File: config.mk
export PLATFORM = sky130hd
export DESIGN_NAME = vram_scanout_flat
export DESIGN_NICKNAME = d
export VERILOG_FILES = /design/src/rtl/vram_scanout_pkg.sv /design/src/rtl/vram_scanout_if.sv /design/src/rtl/vram_scanout_timing.sv /design/src/rtl/vram_scanout.sv /design/src/flat_wrapper.sv
export SDC_FILE = /design/constraint.sdc
export NUM_CORES = 1
export LEC_CHECK = 0
export BUFFER_PORTS_ARGS = -buffer_cell sky130_fd_sc_hd__buf_2
export CAP_MARGIN = 10
export CELL_PAD_IN_SITES_DETAIL_PLACEMENT = 1
export CELL_PAD_IN_SITES_GLOBAL_PLACEMENT = 2
export CORE_ASPECT_RATIO = 0.5
export CORE_MARGIN = 5
export CORE_UTILIZATION = 37
export CTS_BUF_LIST = sky130_fd_sc_hd__clkbuf_2
export CTS_CLUSTER_SIZE = 16
export DETAILED_ROUTE_END_ITERATION = 10
export PLACE_DENSITY = 0.88
export SLEW_MARGIN = 20
export SYNTH_ARGS = -nofsm -noshare
export SYNTH_HDL_FRONTEND = slang
export SYNTH_SLANG_ARGS = --single-unit
export TNS_END_PERCENT = 20
File: constraint.sdc
create_clock -name clk -period 3.31 [get_ports clk]
set_input_delay 0.1655 -clock clk [delete_from_list [all_inputs] [get_ports clk]]
set_output_delay 0.1655 -clock clk [all_outputs]
set_load 0.005 [all_outputs]
File: src/rtl/vram_scanout_pkg.sv
// Shared constants and types for the text-mode scanout: default VGA 640x480
// timing, cell word field offsets and glyph geometry.
package vram_scanout_pkg;

    localparam int H_ACTIVE_DEF = 640;
    localparam int H_FP_DEF     = 16;
    localparam int H_SYNC_DEF   = 96;
    localparam int H_BP_DEF     = 48;
    localparam int V_ACTIVE_DEF = 480;
    localparam int V_FP_DEF     = 10;
    localparam int V_SYNC_DEF   = 2;
    localparam int V_BP_DEF     = 33;

    localparam int CNT_W  = 10;
    localparam int ADDR_W = 12;

    localparam int CHAR_LSB = 0;
    localparam int FG_LSB   = 8;
    localparam int BG_LSB   = 12;

    localparam int GLYPH_H = 16;
    localparam int GLYPH_W = 8;

    typedef struct packed {
        logic active;
        logic hsync;
        logic vsync;
        logic sof;
    } vid_ctl_t;

    function automatic logic in_window(input logic [CNT_W-1:0] cnt, input int lo, input int len);
        return (int'(cnt) >= lo) && (int'(cnt) < lo + len);
    endfunction

endpackage

File: src/rtl/vram_scanout_if.sv
// Read-only bus to VRAM port B and the font ROM, driven by the scanout engine.
interface vram_scanout_if;
    import vram_scanout_pkg::*;

    // No handshake: both memories return data exactly one cycle after the
    // address; vram_ceb qualifies the VRAM address, the font ROM reads every cycle.
    logic              vram_ceb;
    logic [ADDR_W-1:0] vram_adb;
    logic [15:0]       vram_doutb;
    logic [ADDR_W-1:0] font_addr;
    logic [7:0]        font_data;

    modport master (
        output vram_ceb, vram_adb, font_addr,
        input  vram_doutb, font_data
    );

    modport slave (
        input  vram_ceb, vram_adb, font_addr,
        output vram_doutb, font_data
    );

endinterface

File: src/rtl/vram_scanout_timing.sv
// Raster counters with raw (unpipelined) active/sync flags and wrap strobes.
module vram_scanout_timing
    import vram_scanout_pkg::*;
#(
    parameter int H_ACTIVE = H_ACTIVE_DEF,
    parameter int H_FP     = H_FP_DEF,
    parameter int H_SYNC   = H_SYNC_DEF,
    parameter int H_BP     = H_BP_DEF,
    parameter int V_ACTIVE = V_ACTIVE_DEF,
    parameter int V_FP     = V_FP_DEF,
    parameter int V_SYNC   = V_SYNC_DEF,
    parameter int V_BP     = V_BP_DEF
) (
    input  logic                       clk,
    input  logic                       resetn,
    output logic [CNT_W-1:0]           hcnt,
    output logic [$clog2(GLYPH_H)-1:0] glyph_row,
    output logic                       active,
    output logic                       hsync_on,
    output logic                       vsync_on,
    output logic                       line_end,
    output logic                       frame_end,
    output logic                       first
);
    localparam int H_TOTAL = H_ACTIVE + H_FP + H_SYNC + H_BP;
    localparam int V_TOTAL = V_ACTIVE + V_FP + V_SYNC + V_BP;
    localparam logic [CNT_W-1:0] H_LAST = CNT_W'(H_TOTAL - 1);
    localparam logic [CNT_W-1:0] V_LAST = CNT_W'(V_TOTAL - 1);

    logic [CNT_W-1:0] vcnt;

    always_ff @(posedge clk) begin
        if (!resetn) begin
            hcnt <= '0;
            vcnt <= '0;
        end else if (line_end) begin
            hcnt <= '0;
            vcnt <= (vcnt == V_LAST) ? '0 : vcnt + 1'b1;
        end else begin
            hcnt <= hcnt + 1'b1;
        end
    end

    assign line_end  = (hcnt == H_LAST);
    assign frame_end = line_end && (vcnt == V_LAST);
    assign first     = (hcnt == '0) && (vcnt == '0);
    assign active    = (hcnt < CNT_W'(H_ACTIVE)) && (vcnt < CNT_W'(V_ACTIVE));
    assign hsync_on  = in_window(hcnt, H_ACTIVE + H_FP, H_SYNC);
    assign vsync_on  = in_window(vcnt, V_ACTIVE + V_FP, V_SYNC);
    assign glyph_row = vcnt[$clog2(GLYPH_H)-1:0];

endmodule

File: src/rtl/vram_scanout.sv
// Text-mode scanout: cell fetch, font lookup, underline cursor and a fixed
// 3-cycle pipeline from raster counters to colour index and syncs.
module vram_scanout
    import vram_scanout_pkg::*;
#(
    parameter int                H_ACTIVE     = H_ACTIVE_DEF,
    parameter int                H_FP         = H_FP_DEF,
    parameter int                H_SYNC       = H_SYNC_DEF,
    parameter int                H_BP         = H_BP_DEF,
    parameter int                V_ACTIVE     = V_ACTIVE_DEF,
    parameter int                V_FP         = V_FP_DEF,
    parameter int                V_SYNC       = V_SYNC_DEF,
    parameter int                V_BP         = V_BP_DEF,
    parameter int                COLS         = 80,
    parameter logic [ADDR_W-1:0] BASE_ADDR    = 12'h000,
    parameter int                BLINK_FRAMES = 32,
    parameter logic              SYNC_POL     = 1'b0
) (
    input  logic              clk,
    input  logic              resetn,
    vram_scanout_if.master    mem,
    input  logic              cursor_en,
    input  logic [ADDR_W-1:0] cursor_addr,
    output logic [3:0]        pix_idx,
    output logic              de,
    output logic              hsync,
    output logic              vsync,
    output logic              frame_start
);
    localparam int X_BITS   = $clog2(GLYPH_W);
    localparam int ROW_BITS = $clog2(GLYPH_H);
    localparam int BLINK_W  = (BLINK_FRAMES > 1) ? $clog2(BLINK_FRAMES) : 1;

    logic [CNT_W-1:0]    hcnt;
    logic [ROW_BITS-1:0] glyph_row;
    logic                t_active, t_hsync, t_vsync, t_line_end, t_frame_end, t_first;

    vram_scanout_timing #(
        .H_ACTIVE (H_ACTIVE), .H_FP (H_FP), .H_SYNC (H_SYNC), .H_BP (H_BP),
        .V_ACTIVE (V_ACTIVE), .V_FP (V_FP), .V_SYNC (V_SYNC), .V_BP (V_BP)
    ) u_timing (
        .clk       (clk),
        .resetn    (resetn),
        .hcnt      (hcnt),
        .glyph_row (glyph_row),
        .active    (t_active),
        .hsync_on  (t_hsync),
        .vsync_on  (t_vsync),
        .line_end  (t_line_end),
        .frame_end (t_frame_end),
        .first     (t_first)
    );

    // Row base advances by one text row after the last glyph line, avoiding a multiplier.
    logic [ADDR_W-1:0] row_base;
    logic [ADDR_W-1:0] cell_addr;

    always_ff @(posedge clk) begin
        if (!resetn) begin
            row_base <= BASE_ADDR;
        end else if (t_frame_end) begin
            row_base <= BASE_ADDR;
        end else if (t_line_end && (glyph_row == '1)) begin
            row_base <= row_base + ADDR_W'(COLS);
        end
    end

    assign cell_addr    = row_base + ADDR_W'(hcnt[CNT_W-1:X_BITS]);
    assign mem.vram_adb = cell_addr;
    assign mem.vram_ceb = t_active & resetn;

    logic [BLINK_W-1:0] blink_cnt;
    logic               blink_on;

    always_ff @(posedge clk) begin
        if (!resetn) begin
            blink_cnt <= '0;
            blink_on  <= 1'b1;
        end else if (t_frame_end) begin
            if (blink_cnt == BLINK_W'(BLINK_FRAMES - 1)) begin
                blink_cnt <= '0;
                blink_on  <= ~blink_on;
            end else begin
                blink_cnt <= blink_cnt + 1'b1;
            end
        end
    end

    vid_ctl_t            ctl0, s1_ctl, s2_ctl;
    logic [X_BITS-1:0]   s1_x, s2_x;
    logic [ROW_BITS-1:0] s1_row, s2_row;
    logic [3:0]          s2_fg, s2_bg;
    logic                cell_match, s2_match;

    assign ctl0 = '{active: t_active, hsync: t_hsync, vsync: t_vsync, sof: t_first};

    // Cursor match is captured once per cell so a mid-cell change lands on the next cell.
    always_ff @(posedge clk) begin
        if (!resetn) begin
            s1_ctl     <= '0;
            s1_x       <= '0;
            s1_row     <= '0;
            cell_match <= 1'b0;
            s2_ctl     <= '0;
            s2_x       <= '0;
            s2_row     <= '0;
            s2_fg      <= '0;
            s2_bg      <= '0;
            s2_match   <= 1'b0;
        end else begin
            s1_ctl <= ctl0;
            s1_x   <= hcnt[X_BITS-1:0];
            s1_row <= glyph_row;
            if (hcnt[X_BITS-1:0] == '0) begin
                cell_match <= cursor_en && (cell_addr == cursor_addr);
            end
            s2_ctl   <= s1_ctl;
            s2_x     <= s1_x;
            s2_row   <= s1_row;
            s2_fg    <= mem.vram_doutb[FG_LSB +: 4];
            s2_bg    <= mem.vram_doutb[BG_LSB +: 4];
            s2_match <= cell_match;
        end
    end

    assign mem.font_addr = {mem.vram_doutb[CHAR_LSB +: 8], s1_row};

    logic glyph_bit, cursor_row, pix_bit;

    assign glyph_bit  = mem.font_data[X_BITS'(GLYPH_W - 1) - s2_x];
    assign cursor_row = (s2_row >= ROW_BITS'(GLYPH_H - 2));
    assign pix_bit    = glyph_bit | (s2_match & blink_on & cursor_row);

    always_ff @(posedge clk) begin
        if (!resetn) begin
            pix_idx     <= 4'h0;
            de          <= 1'b0;
            hsync       <= ~SYNC_POL;
            vsync       <= ~SYNC_POL;
            frame_start <= 1'b0;
        end else begin
            pix_idx     <= s2_ctl.active ? (pix_bit ? s2_fg : s2_bg) : 4'h0;
            de          <= s2_ctl.active;
            hsync       <= s2_ctl.hsync ? SYNC_POL : ~SYNC_POL;
            vsync       <= s2_ctl.vsync ? SYNC_POL : ~SYNC_POL;
            frame_start <= s2_ctl.sof;
        end
    end

endmodule
File: src/flat_wrapper.sv
// flat-port wrapper written by rule: the top's interface ports become plain ports
module vram_scanout_flat import vram_scanout_pkg::*;
#(
    parameter int                H_ACTIVE     = H_ACTIVE_DEF,
    parameter int                H_FP         = H_FP_DEF,
    parameter int                H_SYNC       = H_SYNC_DEF,
    parameter int                H_BP         = H_BP_DEF,
    parameter int                V_ACTIVE     = V_ACTIVE_DEF,
    parameter int                V_FP         = V_FP_DEF,
    parameter int                V_SYNC       = V_SYNC_DEF,
    parameter int                V_BP         = V_BP_DEF,
    parameter int                COLS         = 80,
    parameter logic [ADDR_W-1:0] BASE_ADDR    = 12'h000,
    parameter int                BLINK_FRAMES = 32,
    parameter logic              SYNC_POL     = 1'b0
)
  (clk, resetn, cursor_en, cursor_addr, pix_idx, de, hsync, vsync, frame_start, mem_vram_ceb, mem_vram_adb, mem_font_addr, mem_vram_doutb, mem_font_data);
  vram_scanout_if mem_i ();
  input  logic clk;
  input  logic resetn;
  input  logic cursor_en;
  input  logic [ADDR_W-1:0] cursor_addr;
  output logic [3:0] pix_idx;
  output logic de;
  output logic hsync;
  output logic vsync;
  output logic frame_start;
  output wire logic [$bits(mem_i.vram_ceb)-1:0] mem_vram_ceb;
  output wire logic [$bits(mem_i.vram_adb)-1:0] mem_vram_adb;
  output wire logic [$bits(mem_i.font_addr)-1:0] mem_font_addr;
  input wire logic [$bits(mem_i.vram_doutb)-1:0] mem_vram_doutb;
  input wire logic [$bits(mem_i.font_data)-1:0] mem_font_data;
  assign mem_vram_ceb = mem_i.vram_ceb;
  assign mem_vram_adb = mem_i.vram_adb;
  assign mem_font_addr = mem_i.font_addr;
  assign mem_i.vram_doutb = mem_vram_doutb;
  assign mem_i.font_data = mem_font_data;
  vram_scanout #(.H_ACTIVE(H_ACTIVE), .H_FP(H_FP), .H_SYNC(H_SYNC), .H_BP(H_BP), .V_ACTIVE(V_ACTIVE), .V_FP(V_FP), .V_SYNC(V_SYNC), .V_BP(V_BP), .COLS(COLS), .BASE_ADDR(BASE_ADDR), .BLINK_FRAMES(BLINK_FRAMES), .SYNC_POL(SYNC_POL)) u_core (.clk(clk), .resetn(resetn), .mem(mem_i), .cursor_en(cursor_en), .cursor_addr(cursor_addr), .pix_idx(pix_idx), .de(de), .hsync(hsync), .vsync(vsync), .frame_start(frame_start));
endmodule
==> results.py, run 1 <==
metrics = {
    "setup_path": {
        "r2r_start": "u_core.u_timing.hcnt[7]$_SDFF_PP0_",
        "crit_fanout": 8,
        "cp-end-kind": "flip-flop",
        "path_class": "flip-flop to flip-flop",
        "crit_start": "u_core.u_timing.hcnt[7]$_SDFF_PP0_",
        "r2r_slack_ps": 340,
        "crit_required_ps": 3810,
        "r2r_cells": 8,
        "r2r_end": "u_core.cell_match$_SDFFE_PN0N_",
        "critPathLaunchType": "flip-flop",
        "critPathArrivalTime_ps": 3470,
    },
    "synth": {
        "synth_top_flop_cell": "dfxtp_1",
        "syn_nets": 387,
        "synth.avg_cell_area_um2": 9.646,
        "syn_area_mm2": 0.003251,
        "yosysUniqueCellTypes": 42,
        "ys_seq_area_frac": 0.4496,
        "synth_seq_cells": 73,
        "async_flop_share": 0,
        "synth_edf_count": 0,
        "synth_top_area_cell": "dfxtp_1",
        "synth_top_area_frac": 0.4496,
        "synth_area_leaders": "dfxtp_1 (45%), xnor2_1 (6.5%), xor2_1 (5.7%), and2_1 (5.6%), nor2_1 (4.2%)",
        "netlist_instances": 337,
        "synth_warnings": 0,
    },
    "route": {
        "drtAntennaViolNets": 0,
        "firstDrtPassIters": 4,
        "post_drt_wl_per_cell_um": 14.86,
        "vias": 2462,
        "drt_iter0_markers": 103,
        "wl_mm": 7.577,
        "drc": 0,
        "vias_per_cell": 4.827,
    },
    "timing": {
        "period_needed_ps": 2971,
        "final.period_utilization": 0.8975,
        "finalHoldViolCount": 0,
        "setup_viol": 0,
        "skew_ps": 19.66,
        "tightest_slew_ps": 568.1,
        "slew_viol_final": 0,
        "setup_ws_ps": 339.4,
        "rsz0062_at_grt": "no",
        "fmax_ghz": 0.3366,
        "final.setup.tns_ps": 0,
        "max_slew_margin": 0.6201,
    },
    "power_and_ir_drop": {
        "p_leak_nw": 1.592,
        "worst_ir_drop_vdd_mv": 0.1185,
        "p_per_area_mw_per_mm2": 382.5,
    },
    "clock_tree": {
        "numCtsBuffers": 9,
        "clk_pin_slew_ps": 190,
        "clock_path_buffers": 2,
        "root_buffer": "clkbuf_2",
        "cts_resized": 0,
        "cts_tree": "built",
        "worstSkewPairLatency_ps": 550,
        "cts.sinks": 73,
        "cts_max_level": 3,
    },
    "floorplanning": {
        "rows": 24,
        "die_w_um": 142.6,
        "io_pins": 72,
        "die_height_um": 76.28,
        "die-area_mm2": 0.01087,
        "core_area_mm2": 0.008648,
        "initial_core_util": 0.3759,
    },
    "cells_and_area": {
        "drive_gt1_frac": 0.1985,
        "n_antenna_cell": 0,
        "fillers": 1011,
        "area_growth_pct": 14.01,
        "fin_nets": 438,
    },
    "worst_hold_path": {
        "min_from": "resetn",
        "hp-class": "primary input to flip-flop",
        "min_delay_path_depth": 3,
        "hold_end": "u_core.hsync$_SDFF_PN1_",
    },
    "global_routing": {
        "grt_pass1_wl_mm": 12.74,
        "grt_pass1_vias": 2607,
        "grt_max_degree": 44,
        "antenna_found_initial": 0,
        "grt_use_total": 0.1476,
        "grt.overflow.total": 0,
    },
    "placed_design": {
        "place_hpwl_mm": 5.661,
        "portBuffers": 55,
        "pre_cts_slack_ps": 862.9,
        "routabilityCongestion": 0.8223,
    },
    "run": {
        "cap_violations": 0,
    },
    "outcome": {
        "status": "complete, no violations",
    },
}
-- per-stage QoR --
stage	cells	util	hold WS (ps)	power, mW	cell area (um^2)
after floorplan	337	-	292.8	0.9782	3251
after global placement	484	0.4063	331.1	1.003	3513
after detailed placement	484	0.4063	331.1	1.007	3513
after CTS	510	0.4285	46.98	1.448	3706
after global routing	510	0.4285	54.95	1.503	3706
final	510	0.4285	102.7	1.418	3706
-- how the worst max path moves through the flow --
stage                                       end  slack, ps
3_5_place_dp   u_core.blink_cnt[2]$_SDFFE_PN0P_        860
2_1_floorplan    u_core.cell_match$_SDFFE_PN0N_       1130
4_1_cts          u_core.cell_match$_SDFFE_PN0N_        370
5_1_grt          u_core.cell_match$_SDFFE_PN0N_        160
6_report         u_core.cell_match$_SDFFE_PN0N_        340
3_3_place_gp   u_core.row_base[10]$_SDFFE_PP0P_       1000
-- logic make-up after synthesis --
| logic type | synth area share |
|---|---|
| buffers and inverters | 0.05812 |
| and+or+nand+nor | 0.2521 |
| muxes | 0.03541 |
| AOI/OAI and AO/OA | 0.03195 |
| adders and majority gates | 0.04465 |
| xor gates and xnor gates | 0.1282 |
| DFF | 0.4496 |
-- cell usage in the layout (no fill, tap or decap), types with 3 or more instances in the layout --
| master | count |
|---|---|
| xnor2_1 | 24 |
| ha_1 | 10 |
| clkinv_2 | 3 |
| nor2_1 | 36 |
| and2_1 | 29 |
| and3_1 | 9 |
| nor3_1 | 11 |
| xor2_1 | 21 |
| o21ai_1 | 4 |
| dfxtp_1 | 73 |
| dlygate4sd3_1 | 10 |
| mux2i_1 | 7 |
| inv_1 | 6 |
| nand3_1 | 11 |
| nand3b_1 | 3 |
| clkbuf_2 | 9 |
| nor4_1 | 5 |
| nand4b_1 | 4 |
| nand4_1 | 3 |
| o21ai_0 | 3 |
| nand2_1 | 20 |
| buf_2 | 55 |
| or4_1 | 4 |
| nand2b_1 | 3 |
| a21boi_1 | 4 |
-- worst max-delay path, stage by stage (launching register included) --
cell           delay [ps]
dfxtp_1               450
ha_1                  260
fa_1                  400
a21oi_1               200
nand2b_1              170
xnor3_1               230
or4_1                 540
o21ai_1               140
dlygate4sd3_1         560
-- routing by layer --
| layer | routed length (um) | share of wire | track usage |
|---|---|---|---|
| met1 | 3425 | 0.45 | 0.1779 |
| met2 | 3529 | 0.47 | 0.2388 |
| met3 | 421 | 0.056 | 0.04765 |
| met4 | 200 | 0.026 | 0.06831 |
| met5 | 0 | 0 | 0 |
-- cell type report --
class | instances | area, um^2 | area share
Timing Repair Buffer | 66 | 382.9 | 0.1033
Inverter | 6 | 22.52 | 0.006077
Clock buffer | 9 | 45.04 | 0.01215
Multi-Input combinational cell | 232 | 1600 | 0.4318
Clock inverter | 7 | 47.55 | 0.01283
Tap cell | 117 | 146.4 | 0.03950
Sequential cell | 73 | 1461 | 0.3943
-- cell usage after synthesis, types with 9 or more instances --
| library cell | n |
|---|---|
| xnor2_1 | 24 |
| xor2_1 | 21 |
| dfxtp_1 | 73 |
| and3_1 | 9 |
| nor3_1 | 11 |
| nand2_1 | 20 |
| nand3_1 | 11 |
| ha_1 | 10 |
| and2_1 | 29 |
| clkbuf_1 | 10 |
| buf_4 | 12 |
| nor2_1 | 36 |
-- sequential cells by signal, indices dropped and copies added (netlist names), 3 cells and up --
| signal | count |
|---|---|
| u_core.row_base | 8 |
| u_core.s1_ctl | 4 |
| u_core.u_timing.vcnt | 10 |
| u_core.s2_row | 3 |
| u_core.blink_cnt | 5 |
| u_core.u_timing.hcnt | 10 |
| u_core.s1_x | 3 |
| u_core.s2_bg | 4 |
| u_core.s2_ctl | 4 |
| u_core.s1_row | 4 |
| u_core.s2_x | 3 |
| u_core.s2_fg | 4 |
| u_core.pix_idx | 4 |
-- what timing repair did --
action / CTS / global route
endpoints found under the setup margin: 0 / 0
hold buffers: 10 / 0
hold endpoints to repair: 9 / 0
setup buffers: 0 / 0
-- power breakdown --
part           internal (mW)  total [mW]  switching (mW)
Combinational         0.0492      0.0893          0.0401
Sequential             0.897       0.906         0.00948
Clock                 0.0964       0.422           0.326
Total                   1.04        1.42           0.375
Note: power is estimated with default switching activity, not from simulation.
==> run 2: changes to the inputs <==
--- a/config.mk
+++ b/config.mk
@@ -6,11 +6,9 @@
 export NUM_CORES = 1
 export LEC_CHECK = 0
 export BUFFER_PORTS_ARGS = -buffer_cell sky130_fd_sc_hd__buf_2
-export CAP_MARGIN = 10
 export CELL_PAD_IN_SITES_DETAIL_PLACEMENT = 1
 export CELL_PAD_IN_SITES_GLOBAL_PLACEMENT = 2
 export CORE_ASPECT_RATIO = 0.5
-export CORE_MARGIN = 5
 export CORE_UTILIZATION = 37
 export CTS_BUF_LIST = sky130_fd_sc_hd__clkbuf_2
 export CTS_CLUSTER_SIZE = 16
==> results.py, run 2 (synthesis gave the netlist of run 1 again) <==
metrics = {
    "outcome": {
        "status": "complete, no violations",
    },
    "clock_tree": {
        "clock_path_buffers": 2,
        "numCtsBuffers": 9,
        "cts_tree": "built",
        "cts.sinks": 73,
        "clk_pin_slew_ps": 210,
        "cts_resized": 0,
        "cts_max_level": 3,
        "post_cts_buffers": 0,
        "root_buffer": "clkbuf_2",
        "worstSkewPairLatency_ps": 540,
    },
    "setup_path": {
        "crit_required_ps": 3140,
        "cp-end-kind": "output pin",
        "slowest_stage": "dfxtp_1",
        "crit_fanout": 8,
        "critPathLaunchType": "flip-flop",
        "critPathArrivalTime_ps": 2360,
        "critical-path-top-delay-family": "flip-flops",
        "path_class": "flip-flop to output pin",
        "crit_chain": "ha_1 > fa_1 > a21oi_1 > nor3b_1 > xor2_1 > buf_2",
        "worst_path_largest_cell_delay_ps": 580,
        "cp.buffers_inverters": 1,
    },
    "cells_and_area": {
        "n_antenna_cell": 0,
        "multi_input_area_mm2": 0.001600,
        "final_common_cell": "dfxtp_1",
        "drive_gt1_frac": 0.1990,
        "area_growth_pct": 14.47,
        "regArea_mm2": 0.001461,
        "fillers": 964,
        "reg_top3": "u_core.u_timing.hcnt (10), u_core.u_timing.vcnt (10), u_core.row_base (8)",
        "final_cell_mix": "dfxtp_1 (73), buf_2 (55), nor2_1 (36), and2_1 (29), xnor2_1 (24)",
        "fin_nets": 437,
        "final_cell_area_mm2": 0.003721,
    },
    "timing": {
        "skew_ps": 17.74,
        "final.setup.tns_ps": 0,
        "slew_viol_final": 0,
        "period_needed_ps": 2528,
        "max_slew_margin": 0.6179,
        "fmax_ghz": 0.3955,
        "finalHoldViolCount": 0,
        "setup_viol": 0,
        "rsz0062_at_grt": "no",
        "final.period_utilization": 0.7638,
        "tightest_slew_ps": 571.4,
    },
    "run": {
        "cap_violations": 0,
    },
    "floorplanning": {
        "io_pins": 72,
        "core_area_mm2": 0.008259,
        "rows": 23,
        "die_height_um": 68.28,
        "initial_core_util": 0.3936,
        "die_w_um": 134.6,
        "die-area_mm2": 0.009187,
    },
    "worst_hold_path": {
        "hp-class": "primary input to flip-flop",
    },
    "global_routing": {
        "grt_use_total": 0.1805,
        "grt_pass1_vias": 2522,
        "antenna_found_initial": 0,
        "grt_max_degree": 44,
        "grt_pass1_wl_mm": 12.42,
        "grt.overflow.total": 0,
    },
    "power_and_ir_drop": {
        "p_int_mw": 1.128,
        "p_leak_nw": 1.598,
        "pwr-share-comb": 0.059,
        "p_sw_mw": 0.3980,
        "worst_ir_drop_vdd_mv": 0.1704,
        "power_frac_seq": 0.594,
        "swShare": 0.2608,
        "p_clk_frac": 0.347,
        "p_per_area_mw_per_mm2": 410.1,
    },
    "route": {
        "wl_mm": 7.458,
        "firstDrtPassIters": 4,
        "vias": 2420,
        "drc": 0,
        "vias_per_cell": 4.802,
        "drt_iter0_markers": 113,
        "drtAntennaViolNets": 0,
        "post_drt_wl_per_cell_um": 14.80,
    },
    "placed_design": {
        "place_hpwl_mm": 5.574,
        "routabilityCongestion": 0.8118,
        "portBuffers": 55,
        "place_area_mm2": 0.003507,
    },
}
## run 2: power by group through the flow
stage | Clock [mW] | Sequential [mW] | Combinational (mW)
detailed placement | 0 | 0.924 | 0.0831
CTS | 0.549 | 0.907 | 0.0914
finish | 0.530 | 0.907 | 0.0897
global route | 0.602 | 0.910 | 0.101
global placement | 0 | 0.922 | 0.0797
floorplan | 0 | 0.922 | 0.0567
## run 2: final timing paths
check,from,cells past startpoint,to,slack [ps]
max,u_core.u_timing.hcnt[7]$_SDFF_PP0_,6,mem_vram_adb[10],780
min,cursor_addr[10],5,u_core.cell_match$_SDFFE_PN0N_,60
max reg2reg,u_core.u_timing.hcnt[0]$_SDFF_PP0_,6,u_core.blink_cnt[3]$_SDFFE_PN0P_,790
min reg2reg,u_core.s2_ctl[1]$_SDFF_PN0_,1,u_core.vsync$_SDFF_PN1_,390
## run 2: cell type report
type / instances / area share
clock buffers: 9 / 0.01210
clock inverters: 7 / 0.02118
inverters: 6 / 0.006052
multi-input cells: 232 / 0.4301
flip-flops and latches: 73 / 0.3927
well taps: 112 / 0.03766
repair buffers: 65 / 0.1002
## run 2: metrics by stage
stage | hold slack, ps | utilization | setup WS, ps | instances | total power [mW]
floorplan | 292.8 | - | 1126 | 337 | 0.9782
global placement | 331.1 | 0.4246 | 994.7 | 479 | 1.002
detailed placement | 331.1 | 0.4246 | 789.8 | 479 | 1.007
CTS | 27.19 | 0.4505 | 725.8 | 504 | 1.548
global route | 7.664 | 0.4505 | 539.7 | 504 | 1.613
finish | 61.07 | 0.4505 | 781.8 | 504 | 1.526
## run 2: worst min-delay path, stage by stage
cell and delay [ps]:
buf_2 80, xnor2_1 70, xnor2_1 110, or4_1 100
o21ai_1 50
## run 2: routing by layer
metal,vias up,part of all wire,global-route usage
met4,0,0.016,0.07303
met1,1141,0.46,0.2099
met3,16,0.046,0.06148
met5,-,0,0
met2,49,0.47,0.3128
li1,1214,-,-
## run 2: what timing repair did
action,CTS,global route
hold endpoints to repair,9,0
setup endpoints to repair,0,0
hold buffers,9,0
==> run 3: changes to the inputs <==
--- a/config.mk
+++ b/config.mk
@@ -5,15 +5,16 @@
 export SDC_FILE = /design/constraint.sdc
 export NUM_CORES = 1
 export LEC_CHECK = 0
+export ABC_AREA = 1
 export BUFFER_PORTS_ARGS = -buffer_cell sky130_fd_sc_hd__buf_2
 export CELL_PAD_IN_SITES_DETAIL_PLACEMENT = 1
 export CELL_PAD_IN_SITES_GLOBAL_PLACEMENT = 2
 export CORE_ASPECT_RATIO = 0.5
-export CORE_UTILIZATION = 37
+export CORE_UTILIZATION = 31
 export CTS_BUF_LIST = sky130_fd_sc_hd__clkbuf_2
 export CTS_CLUSTER_SIZE = 16
 export DETAILED_ROUTE_END_ITERATION = 10
-export PLACE_DENSITY = 0.88
+export PLACE_DENSITY = 0.82
 export SLEW_MARGIN = 20
 export SYNTH_ARGS = -nofsm -noshare
 export SYNTH_HDL_FRONTEND = slang
==> constraint.sdc (replaced) <==
create_clock -name clk -period 2.63 [get_ports clk]
set_input_delay 0.1315 -clock clk [delete_from_list [all_inputs] [get_ports clk]]
set_output_delay 0.1315 -clock clk [all_outputs]
set_load 0.005 [all_outputs]
==> results.py, run 3 <==
metrics = {
    "outcome": {
        "status": "complete, but fails checks",
        "violations": "DRC",
    },
    "setup_path": {
        "crit_fanout": 4,
        "worst_path_largest_cell_delay_ps": 560,
        "r2r_cells": 13,
        "r2r_slack_ps": 170,
        "crit_required_ps": 3140,
        "cpMostUsedCell": "nand2_1",
        "critPathArrivalTime_ps": 2970,
        "slowest_stage": "dlygate4sd3_1",
        "r2r_end": "u_core.cell_match$_SDFFE_PN0N_",
        "path_class": "flip-flop to flip-flop",
        "critPathLaunchType": "flip-flop",
        "r2r_start": "u_core.row_base[4]$_SDFFE_PP0P_",
        "cp-end-kind": "flip-flop",
        "crit_chain": "ha_1 > fa_1 > inv_1 > nand2_1 > nand2_1 > nor2_1 > nand2_1 > nor2_1 > nand3_1 > dlygate4sd3_1 > nor2_1 > nand3_1 > nand2_1",
    },
    "synth": {
        "syn_nets": 538,
        "netlist_instances": 488,
        "synth_warnings": 0,
        "async_flop_share": 0,
        "ys_top_cells_by_count": "nand2_1 (128), inv_1 (81), dfxtp_1 (73)",
        "synth_seq_cells": 73,
        "synth_edf_count": 0,
        "synth_top_flop_cell": "dfxtp_1",
        "synth_most_common_cell": "nand2_1",
        "ys_seq_area_frac": 0.4152,
        "synth_top_area_cell": "dfxtp_1",
        "yosysUniqueCellTypes": 38,
        "synth_area_leaders": "dfxtp_1 (42%), nand2_1 (14%), inv_1 (8.6%), nand3_1 (6.1%), a21oi_1 (3.8%)",
        "synth_top_area_frac": 0.4152,
        "syn_area_mm2": 0.003520,
        "synth.avg_cell_area_um2": 7.212,
    },
    "clock_tree": {
        "cts_max_level": 3,
        "clock_path_buffers": 2,
        "cts.sinks": 73,
        "cts_tree": "built",
        "numCtsBuffers": 9,
        "worstSkewPairLatency_ps": 560,
        "root_buffer": "clkbuf_2",
        "clk_pin_slew_ps": 230,
    },
    "global_routing": {
        "grt.overflow.total": 0,
        "antenna_found_initial": 0,
        "grt_pass1_vias": 3121,
        "grt_max_degree": 22,
        "grt_use_total": 0.1550,
        "grt_pass1_wl_mm": 14.40,
    },
    "cells_and_area": {
        "final_common_cell": "nand2_1",
        "area_growth_pct": 17.88,
        "n_antenna_cell": 0,
        "fin_nets": 603,
        "regArea_mm2": 0.001466,
        "multi_input_area_mm2": 0.001605,
        "drive_gt1_frac": 0.1810,
        "stdcell_count": 703,
        "final_cell_area_mm2": 0.004149,
        "final_cell_mix": "nand2_1 (127), inv_1 (81), dfxtp_1 (71), buf_2 (55), nand3_1 (43)",
        "fillers": 1418,
        "reg_top3": "u_core.u_timing.hcnt (10), u_core.u_timing.vcnt (10), u_core.row_base (8)",
    },
    "timing": {
        "slew_viol_final": 0,
        "max_slew_margin": 0.5533,
        "rsz0062_at_grt": "no",
        "fmax_ghz": 0.4059,
        "setup_viol": 0,
        "setup_ws_ps": 166.2,
        "final.period_utilization": 0.9368,
        "final.setup.tns_ps": 0,
        "skew_ps": 35.15,
        "period_needed_ps": 2464,
        "finalHoldViolCount": 0,
        "tightest_slew_ps": 664.9,
    },
    "run": {
        "cap_violations": 0,
    },
    "route": {
        "drc": 12,
        "wl_mm": 8.526,
        "post_drt_wl_per_cell_um": 12.13,
        "drtAntennaViolNets": 0,
        "vias": 3132,
        "firstDrtPassIters": 8,
        "drt_iter0_markers": 87,
        "vias_per_cell": 4.455,
    },
    "placed_design": {
        "placed_cells": 673,
        "place_hpwl_mm": 6.510,
        "pre_cts_slack_ps": 709.3,
        "portBuffers": 55,
        "place_area_mm2": 0.003875,
        "routabilityCongestion": 0.7700,
    },
    "floorplanning": {
        "die-area_mm2": 0.01181,
        "die_w_um": 152.7,
        "rows": 27,
        "initial_core_util": 0.3196,
        "core_area_mm2": 0.01101,
        "die_height_um": 77.35,
        "io_pins": 72,
    },
    "power_and_ir_drop": {
        "p_leak_nw": 2.137,
        "worst_ir_drop_vdd_mv": 0.2033,
        "total_power_mw": 1.963,
        "p_per_area_mw_per_mm2": 473.2,
    },
    "worst_hold_path": {
        "hold_end": "u_core.cell_match$_SDFFE_PN0N_",
        "min_from": "cursor_addr[11]",
        "min_delay_path_depth": 4,
        "hp-class": "primary input to flip-flop",
    },
}
-- run 3: worst max path at each step --
stage / startpoint / to / slack (ps)
final: u_core.row_base[4]$_SDFFE_PP0P_ / u_core.cell_match$_SDFFE_PN0N_ / 170
after global routing: u_core.row_base[4]$_SDFFE_PP0P_ / u_core.cell_match$_SDFFE_PN0N_ / 20
after CTS: u_core.row_base[4]$_SDFFE_PP0P_ / u_core.cell_match$_SDFFE_PN0N_ / 140
after detailed placement: u_core.row_base[4]$_SDFFE_PP0P_ / u_core.cell_match$_SDFFE_PN0N_ / 710
after global placement: u_core.row_base[4]$_SDFFE_PP0P_ / u_core.cell_match$_SDFFE_PN0N_ / 810
after floorplan: u_core.row_base[4]$_SDFFE_PP0P_ / u_core.cell_match$_SDFFE_PN0N_ / 890
-- run 3: routing by layer --
metal	global-route usage	routed length (um)
met5	0	0
met3	0.04525	312
met4	0.05253	91
met1	0.1929	4284
met2	0.2578	3837
-- run 3: final cells by class --
class / instances / area share
Clock inverter: 7 / 0.01960
Multi-Input combinational cell: 308 / 0.3869
Tap cell: 145 / 0.04373
Timing Repair Buffer: 71 / 0.1037
Inverter: 90 / 0.08172
Clock buffer: 9 / 0.01086
Sequential cell: 73 / 0.3534
-- run 3: worst max-delay path, delay by kind of cell, from the launching register on --
kind / cells / cell delay, ps
buffers and inverters: 2 / 620
adder cells (fa/ha/maj): 2 / 780
flip-flops: 1 / 410
AND/OR/NAND/NOR: 9 / 620
-- run 3: logic make-up (layout without fill, tap and decap cells) --
family,Yosys count,after routing,share of synthesized area
buf+inv,107,177,0.1294
xor+xnor,9,9,0.02666
compound gates,45,45,0.07039
flops,73,73,0.4152
fa+ha+maj,11,11,0.04124
simple gates,243,243,0.3171
-- run 3: through the flow --
| step | hold slack (ps) | utilization |
|---|---|---|
| after floorplan | 229.1 | - |
| after global placement | 263.1 | 0.3519 |
| after detailed placement | 263.1 | 0.3519 |
| after CTS | 14.11 | 0.3761 |
| after global routing | 28.05 | 0.3767 |
| final | 103.2 | 0.3767 |
-- run 3: power by group --
group	internal (mW)	switching (mW)	total, mW
clock network	0.237	0.461	0.698
logic	0.0604	0.0662	0.127
registers	1.13	0.00998	1.14
total	1.43	0.537	1.96
-- run 3: what timing repair did --
item,CTS,global route
hold buffers,14,0
setup endpoints to repair,0,1
buffers inserted,0,0
endpoints found under the hold margin,26,0
resized for setup,0,4
